File: src/rtl/memory_dma_pkg.sv
// -----------------------------------------------------------------------------
// memory_dma_pkg
// Shared definitions for the memory_dma word-copy engine: the controller state
// encoding, the word stride in bytes and the mask that forces byte addresses
// onto a word boundary.
// -----------------------------------------------------------------------------
package memory_dma_pkg;

    typedef enum logic [1:0] {
        IDLE  = 2'd0,
        READ  = 2'd1,
        WRITE = 2'd2,
        DONE  = 2'd3
    } dma_state_t;

    localparam logic [31:0] WORD_BYTES      = 32'd4;
    localparam logic [31:0] ADDR_ALIGN_MASK = 32'hFFFF_FFFC;

endpackage

File: src/rtl/memory_dma_ack_watchdog.sv
// -----------------------------------------------------------------------------
// ack_watchdog
// Counts consecutive cycles a memory request has been left unacknowledged and
// flags expiry on the ACK_TIMEOUT-th stalled cycle, so the owner can abandon the
// request at that edge. The count restarts whenever the request is acknowledged
// or no request is outstanding, which covers every entry to a new request.
//
// Ports:
//   clk       in   clock, rising edge
//   rst       in   asynchronous active-high reset
//   active_i  in   a request is outstanding this cycle
//   ack_i     in   memory acknowledge
//   expired_o out  this cycle is the ACK_TIMEOUT-th consecutive stalled cycle
// -----------------------------------------------------------------------------
module ack_watchdog #(
    parameter int ACK_TIMEOUT = 255
) (
    input  logic clk,
    input  logic rst,
    input  logic active_i,
    input  logic ack_i,
    output logic expired_o
);

    // The counter only has to reach ACK_TIMEOUT-1: the stall that lands on that
    // value is the last one tolerated.
    localparam int CNT_W = (ACK_TIMEOUT < 2) ? 1 : $clog2(ACK_TIMEOUT);
    localparam logic [CNT_W-1:0] CNT_LAST = CNT_W'(ACK_TIMEOUT - 1);

    logic [CNT_W-1:0] stall_cnt;

    assign expired_o = active_i && !ack_i && (stall_cnt == CNT_LAST);

    always_ff @(posedge clk or posedge rst) begin
        if (rst) begin
            stall_cnt <= '0;
        end else if (!active_i || ack_i || expired_o) begin
            stall_cnt <= '0;
        end else begin
            stall_cnt <= stall_cnt + 1'b1;
        end
    end

endmodule

File: src/rtl/memory_dma.sv
// -----------------------------------------------------------------------------
// memory_dma
// Word-copy engine acting as the initiator on a single-port memory interface.
// A start pulse in IDLE latches word-aligned source/destination addresses and a
// word count; the engine then alternates one read and one write per word, each
// held until mem_ack_i, and pulses done_o for one cycle when finished.
//
// Optional build macro MEMORY_DMA_TIMEOUT_EN adds an ack watchdog: a request
// unacknowledged for ACK_TIMEOUT cycles sets the sticky err_o and ends the
// transfer. Without it err_o is tied low and the engine waits indefinitely.
//
// Ports:
//   clk, rst            clock / asynchronous active-high reset
//   start_i             start request, honoured only in IDLE
//   src_addr_i          source byte address (bits [1:0] ignored)
//   dst_addr_i          destination byte address (bits [1:0] ignored)
//   len_i               number of 32-bit words to copy
//   busy_o              high in every state but IDLE
//   done_o              one-cycle pulse at the end of a transfer
//   err_o               ack timeout flag, cleared by the next accepted start
//   mem_rd_en_o         read request
//   mem_wr_en_o         write request
//   mem_addr_o          request byte address
//   mem_data_o          write data (0 unless writing)
//   mem_data_i          read data
//   mem_ack_i           request acknowledge
// -----------------------------------------------------------------------------
module memory_dma
    import memory_dma_pkg::*;
#(
    parameter int LEN_WIDTH   = 16,
    parameter int ACK_TIMEOUT = 255
) (
    input  logic                 clk,
    input  logic                 rst,
    input  logic                 start_i,
    input  logic [31:0]          src_addr_i,
    input  logic [31:0]          dst_addr_i,
    input  logic [LEN_WIDTH-1:0] len_i,
    output logic                 busy_o,
    output logic                 done_o,
    output logic                 err_o,
    output logic                 mem_rd_en_o,
    output logic                 mem_wr_en_o,
    output logic [31:0]          mem_addr_o,
    output logic [31:0]          mem_data_o,
    input  logic [31:0]          mem_data_i,
    input  logic                 mem_ack_i
);

    dma_state_t           state;
    dma_state_t           next_state;
    logic [31:0]          src_q;
    logic [31:0]          dst_q;
    logic [31:0]          data_q;
    logic [LEN_WIDTH-1:0] remaining_q;
    logic                 ack_timeout;

    // Last word: the write being acknowledged is the one with remaining == 1.
    logic last_word;
    assign last_word = (remaining_q == LEN_WIDTH'(1));

`ifdef MEMORY_DMA_TIMEOUT_EN
    logic err_q;

    ack_watchdog #(
        .ACK_TIMEOUT(ACK_TIMEOUT)
    ) u_ack_watchdog (
        .clk       (clk),
        .rst       (rst),
        .active_i  ((state == READ) || (state == WRITE)),
        .ack_i     (mem_ack_i),
        .expired_o (ack_timeout)
    );

    always_ff @(posedge clk or posedge rst) begin
        if (rst) begin
            err_q <= 1'b0;
        end else if (state == IDLE && start_i) begin
            err_q <= 1'b0;
        end else if (ack_timeout) begin
            err_q <= 1'b1;
        end
    end

    assign err_o = err_q;
`else
    // ACK_TIMEOUT only matters to the watchdog build.
    localparam int unused_ack_timeout = ACK_TIMEOUT;

    assign ack_timeout = 1'b0;
    assign err_o       = 1'b0;
`endif

    // State register.
    // NOTE: clocked state uses non-blocking assignments so every flop samples
    // pre-edge values regardless of the order the blocks are evaluated in.
    always_ff @(posedge clk or posedge rst) begin
        if (rst) begin
            state <= IDLE;
        end else begin
            state <= next_state;
        end
    end

    // Next-state logic.
    // NOTE: next_state gets a default before the case so no path leaves it
    // unassigned, which would otherwise infer a latch.
    always_comb begin
        next_state = state;
        case (state)
            IDLE: begin
                if (start_i) begin
                    next_state = (len_i == '0) ? DONE : READ;
                end
            end
            READ: begin
                if (mem_ack_i) begin
                    next_state = WRITE;
                end else if (ack_timeout) begin
                    next_state = DONE;
                end
            end
            WRITE: begin
                if (mem_ack_i) begin
                    next_state = last_word ? DONE : READ;
                end else if (ack_timeout) begin
                    next_state = DONE;
                end
            end
            DONE:    next_state = IDLE;
            default: next_state = IDLE;
        endcase
    end

    // Moore outputs decoded from state and the datapath registers.
    always_comb begin
        busy_o      = (state != IDLE);
        done_o      = (state == DONE);
        mem_rd_en_o = 1'b0;
        mem_wr_en_o = 1'b0;
        mem_addr_o  = '0;
        mem_data_o  = '0;
        case (state)
            READ: begin
                mem_rd_en_o = 1'b1;
                mem_addr_o  = src_q;
            end
            WRITE: begin
                mem_wr_en_o = 1'b1;
                mem_addr_o  = dst_q;
                mem_data_o  = data_q;
            end
            default: ;
        endcase
    end

    // Address, count and data buffer. Address sums wrap naturally at 2^32.
    always_ff @(posedge clk or posedge rst) begin
        if (rst) begin
            src_q       <= '0;
            dst_q       <= '0;
            data_q      <= '0;
            remaining_q <= '0;
        end else begin
            case (state)
                IDLE: begin
                    if (start_i) begin
                        src_q       <= src_addr_i & ADDR_ALIGN_MASK;
                        dst_q       <= dst_addr_i & ADDR_ALIGN_MASK;
                        remaining_q <= len_i;
                    end
                end
                READ: begin
                    if (mem_ack_i) begin
                        data_q <= mem_data_i;
                    end
                end
                WRITE: begin
                    if (mem_ack_i) begin
                        src_q       <= src_q + WORD_BYTES;
                        dst_q       <= dst_q + WORD_BYTES;
                        remaining_q <= remaining_q - 1'b1;
                    end
                end
                default: ;
            endcase
        end
    end

endmodule

File: config.mk
export PLATFORM = sky130hd
export DESIGN_NAME = memory_dma
export DESIGN_NICKNAME = d
export VERILOG_FILES = /design/src/rtl/memory_dma_pkg.sv /design/src/rtl/memory_dma_ack_watchdog.sv /design/src/rtl/memory_dma.sv
export SDC_FILE = /design/constraint.sdc
export NUM_CORES = 1
export LEC_CHECK = 0
export BUFFER_PORTS_ARGS = -buffer_cell sky130_fd_sc_hd__buf_4
export CORE_UTILIZATION = 49
export DETAILED_ROUTE_END_ITERATION = 10
export PLACE_DENSITY = 0.81
export REMOVE_ABC_BUFFERS = 1
export SYNTH_ARGS = -nofsm -noshare
export SYNTH_HDL_FRONTEND = slang
export SYNTH_SLANG_ARGS = --single-unit
File: constraint.sdc
create_clock -name clk -period 3.15 [get_ports clk]
set_clock_uncertainty 0.05 [all_clocks]
set_input_delay 0.1575 -clock clk [delete_from_list [all_inputs] [get_ports clk]]
set_output_delay 0.1575 -clock clk [all_outputs]
set_load 0.1 [all_outputs]
==> flow_summary_export.csv <==
group,metric,value,unit
drt,ant_nets,0,
hold_path,hold_class,"input pin to flip-flop",
floorplan,die_area,14610,sq um
grt,antenna_found_initial,0,
grt,grt_pass1_wl,32150,microns
worst_setup_path,path_class,"flip-flop to primary output",
clock_network,clk_path_buf_depth,2,
worst_setup_path,critical_path.max_fanout,67,
sta,min_period,2784,ps
cells_and_area,drive_above_1_share,27.35,%
sta,min_period_over_period,88.38,%
clock_network,cts_resized,0,
placed_design,io_buffers,177,
clock_network,cts_root_buffer,"clkbuf_16",
synth,syn_inst,782,
cells_and_area,fillCellCount,1127,
grt,overflow,0,
hold_path,worstHoldStart,"src_addr_i[13]",
synth,synth_edf_count,0,
worst_setup_path,r2r-start,"state[0]",
synth,synth_seq_area_share,39.75,%
placed_design,post-place-cells,1091,
floorplan,fp-row-count,43,
clock_network,cts_tree,"yes",
worst_setup_path,cpMostUsedCell,"buf_4",
synth,yosysUniqueCellTypes,66,
clock_network,htree_levels,3,
grt,grt_max_degree,108,
sta,setup_viol,0,
placed_design,gp_congestion,0.8714,
synth,avgSynthCellArea,8.856,sq um
worst_setup_path,path_buf_inv,3,
drt,drc,0,
worst_setup_path,end_kind,"primary output",
synth,yosys_register_bits,110,
drt,vias_per_cell,6.052,
synth,async_flop_share,100.0,%
worst_setup_path,cpPeakStageDelay,520,ps
sta,rsz0062_at_grt,"no",
clock_network,clk_pin_slew,80,ps
sta,hold_viol,0,
floorplan,coreArea,13830,sq um
drt,num_vias,6954,
clock_network,numClockSinks,110,
synth,synth_area,6925,sq um
drt,drt-wirelength-per-cell,17.82,microns
hold_path,hold_depth,2,
placed_design,hpwlAfterDp,13350,microns
worst_setup_path,r2r_slack,670,ps
worst_setup_path,worstPathRequired,2940,ps
cells_and_area,syn_to_final_growth,30.98,%
worst_setup_path,critPathTopFamily,"buffers and inverters",
worst_setup_path,r2r-end,"dst_q[7]",
job,cap_violations,0,
synth,synth-main-ff-cell,"dfrtp_1",
hold_path,hold-path-endpoint,"src_q[13]",
sta,maxSlewHeadroom,47.21,%
drt,drtPass1Iterations,5,
worst_setup_path,worst_setup_path_start_kind,"flip-flop",
worst_setup_path,crit_chain,"inv_1 -> ha_4 -> buf_4 -> nand2_1 -> a21boi_0 -> buf_4",
floorplan,die_width,120.9,microns
clock_network,cts_buffers,9,
sta,drv_slew,0,
clock_network,insertion_delay,370,ps
sta,timing.fmax,359.2,MHz
grt,grt_pass1_vias,6305,
drt,wirelength,20470,microns
floorplan,die_h,120.9,microns
outcome,status,"finished, final reports clean",
worst_setup_path,crit_arrival,2580,ps
worst_setup_path,critPathSlowestCell,"buf_4",
cells_and_area,fin_nets,1089,
floorplan,start_util,50.09,%
floorplan,io_pins,185,
clock_network,post-cts-setup-buffers,0,
worst_setup_path,rr_worst_depth,8,
cells_and_area,finalNonFillerCells,1149,
sta,worst-slew-pin-transition,791.8,ps
cells_and_area,antenna_cells,0,
drt,drt_iter0_markers,637,
grt,grt_usage,28.29,%
synth,synth_warnings,0,
## flip-flops by register name (all words and copies together) (netlist names)
signal       flops
dst_q           30
remaining_q     16
state            2
src_q           30
data_q          32
## stage by stage
stage / TNS (ps) / util [%] / hold slack (ps) / area, sq um / setup slack (ps)
2_1_floorplan: -457340 / - / 223.2 / 6660 / -4519
3_3_place_gp: 0 / 60.43 / 319.6 / 8356 / 771.4
3_5_place_dp: 0 / 60.43 / 311.1 / 8356 / 725.8
4_1_cts: 0 / 65.60 / 0.8167 / 9071 / 405.7
5_1_grt: 0 / 65.60 / 8.796 / 9071 / 309.4
6_report: 0 / 65.60 / 8.272 / 9071 / 366.0
## how the worst max path moves through the flow
stage	start	slack (ps)	cells after the start	endpoint
6_report	state[0]	370	6	mem_addr_o[11]
2_1_floorplan	state[0]	-4520	7	src_q[11]
5_1_grt	state[0]	310	6	mem_addr_o[11]
3_3_place_gp	state[0]	770	7	remaining_q[13]
3_5_place_dp	state[0]	730	7	remaining_q[13]
4_1_cts	state[0]	410	6	mem_addr_o[11]
## Yosys cell counts, drive strengths merged (7+ instances only)
cell | number | area [sq um]
dfrtp | 110 | 2753
ha | 9 | 112.6
a22oi | 18 | 135.1
nor2 | 32 | 120.1
a211oi | 7 | 52.55
and2 | 42 | 262.8
nor2b | 15 | 93.84
or3 | 12 | 80.08
and4 | 12 | 110.1
a21boi | 15 | 112.6
nand4 | 23 | 180.2
a21oi | 73 | 365.4
nor3 | 17 | 106.4
nand3 | 39 | 200.2
clkbuf | 37 | 141.4
mux2i | 12 | 120.1
o22ai | 37 | 231.5
mux2 | 33 | 371.6
o21ai | 35 | 175.2
nor4 | 10 | 68.81
and3 | 15 | 93.84
inv | 10 | 37.54
nand2 | 71 | 266.5
buf | 26 | 131.4
a2bb2oi | 11 | 96.34
## routing by layer
| metal | vias up | routed length (microns) | track usage [%] |
|---|---|---|---|
| li1 | 3305 | - | - |
| met5 | - | 0 | 0 |
| met4 | 0 | 464 | 12.27 |
| met2 | 310 | 9836 | 45.75 |
| met1 | 3308 | 8670 | 37.75 |
| met3 | 31 | 1501 | 4.088 |
## logic make-up after synthesis
group | share of synthesized area, %
simple gates | 25.29
fa+ha+maj | 1.626
buf+inv | 4.481
mux | 7.100
other cells | 0.05415
flops | 39.75
compound gates | 21.70
## cells in the final DEF, fill, tap and decap left out, types with 32 or more instances in the layout
| master | synthesis | routed |
|---|---|---|
| buf_4 | 4 | 188 |
| nand3_1 | 38 | 38 |
| and2_1 | 42 | 41 |
| mux2_2 | 33 | 33 |
| nor2_1 | 32 | 32 |
| o21ai_0 | 35 | 35 |
| dlygate4sd3_1 | 0 | 42 |
| a21oi_1 | 73 | 73 |
| nand2_1 | 71 | 70 |
| o22ai_1 | 37 | 37 |
| dfrtp_1 | 110 | 110 |
## layout make-up
cell class,instances,area [sq um],area share (%)
inverters,10,40.04,0.4414
flip-flops and latches,110,2753,30.34
well taps,180,225.2,2.483
clock buffers,9,225.2,2.483
repair buffers,232,1872,20.63
multi-input cells,601,3886,42.84
clock inverters,7,70.07,0.7724
## what timing repair did
item	4_1_cts	5_1_grt
setup endpoints to repair	0	0
hold buffers	42	0
endpoints found under the hold margin	101	0
Power is not shown: default switching activity piles up to over one toggle a cycle in this logic, so the estimate is an artifact.
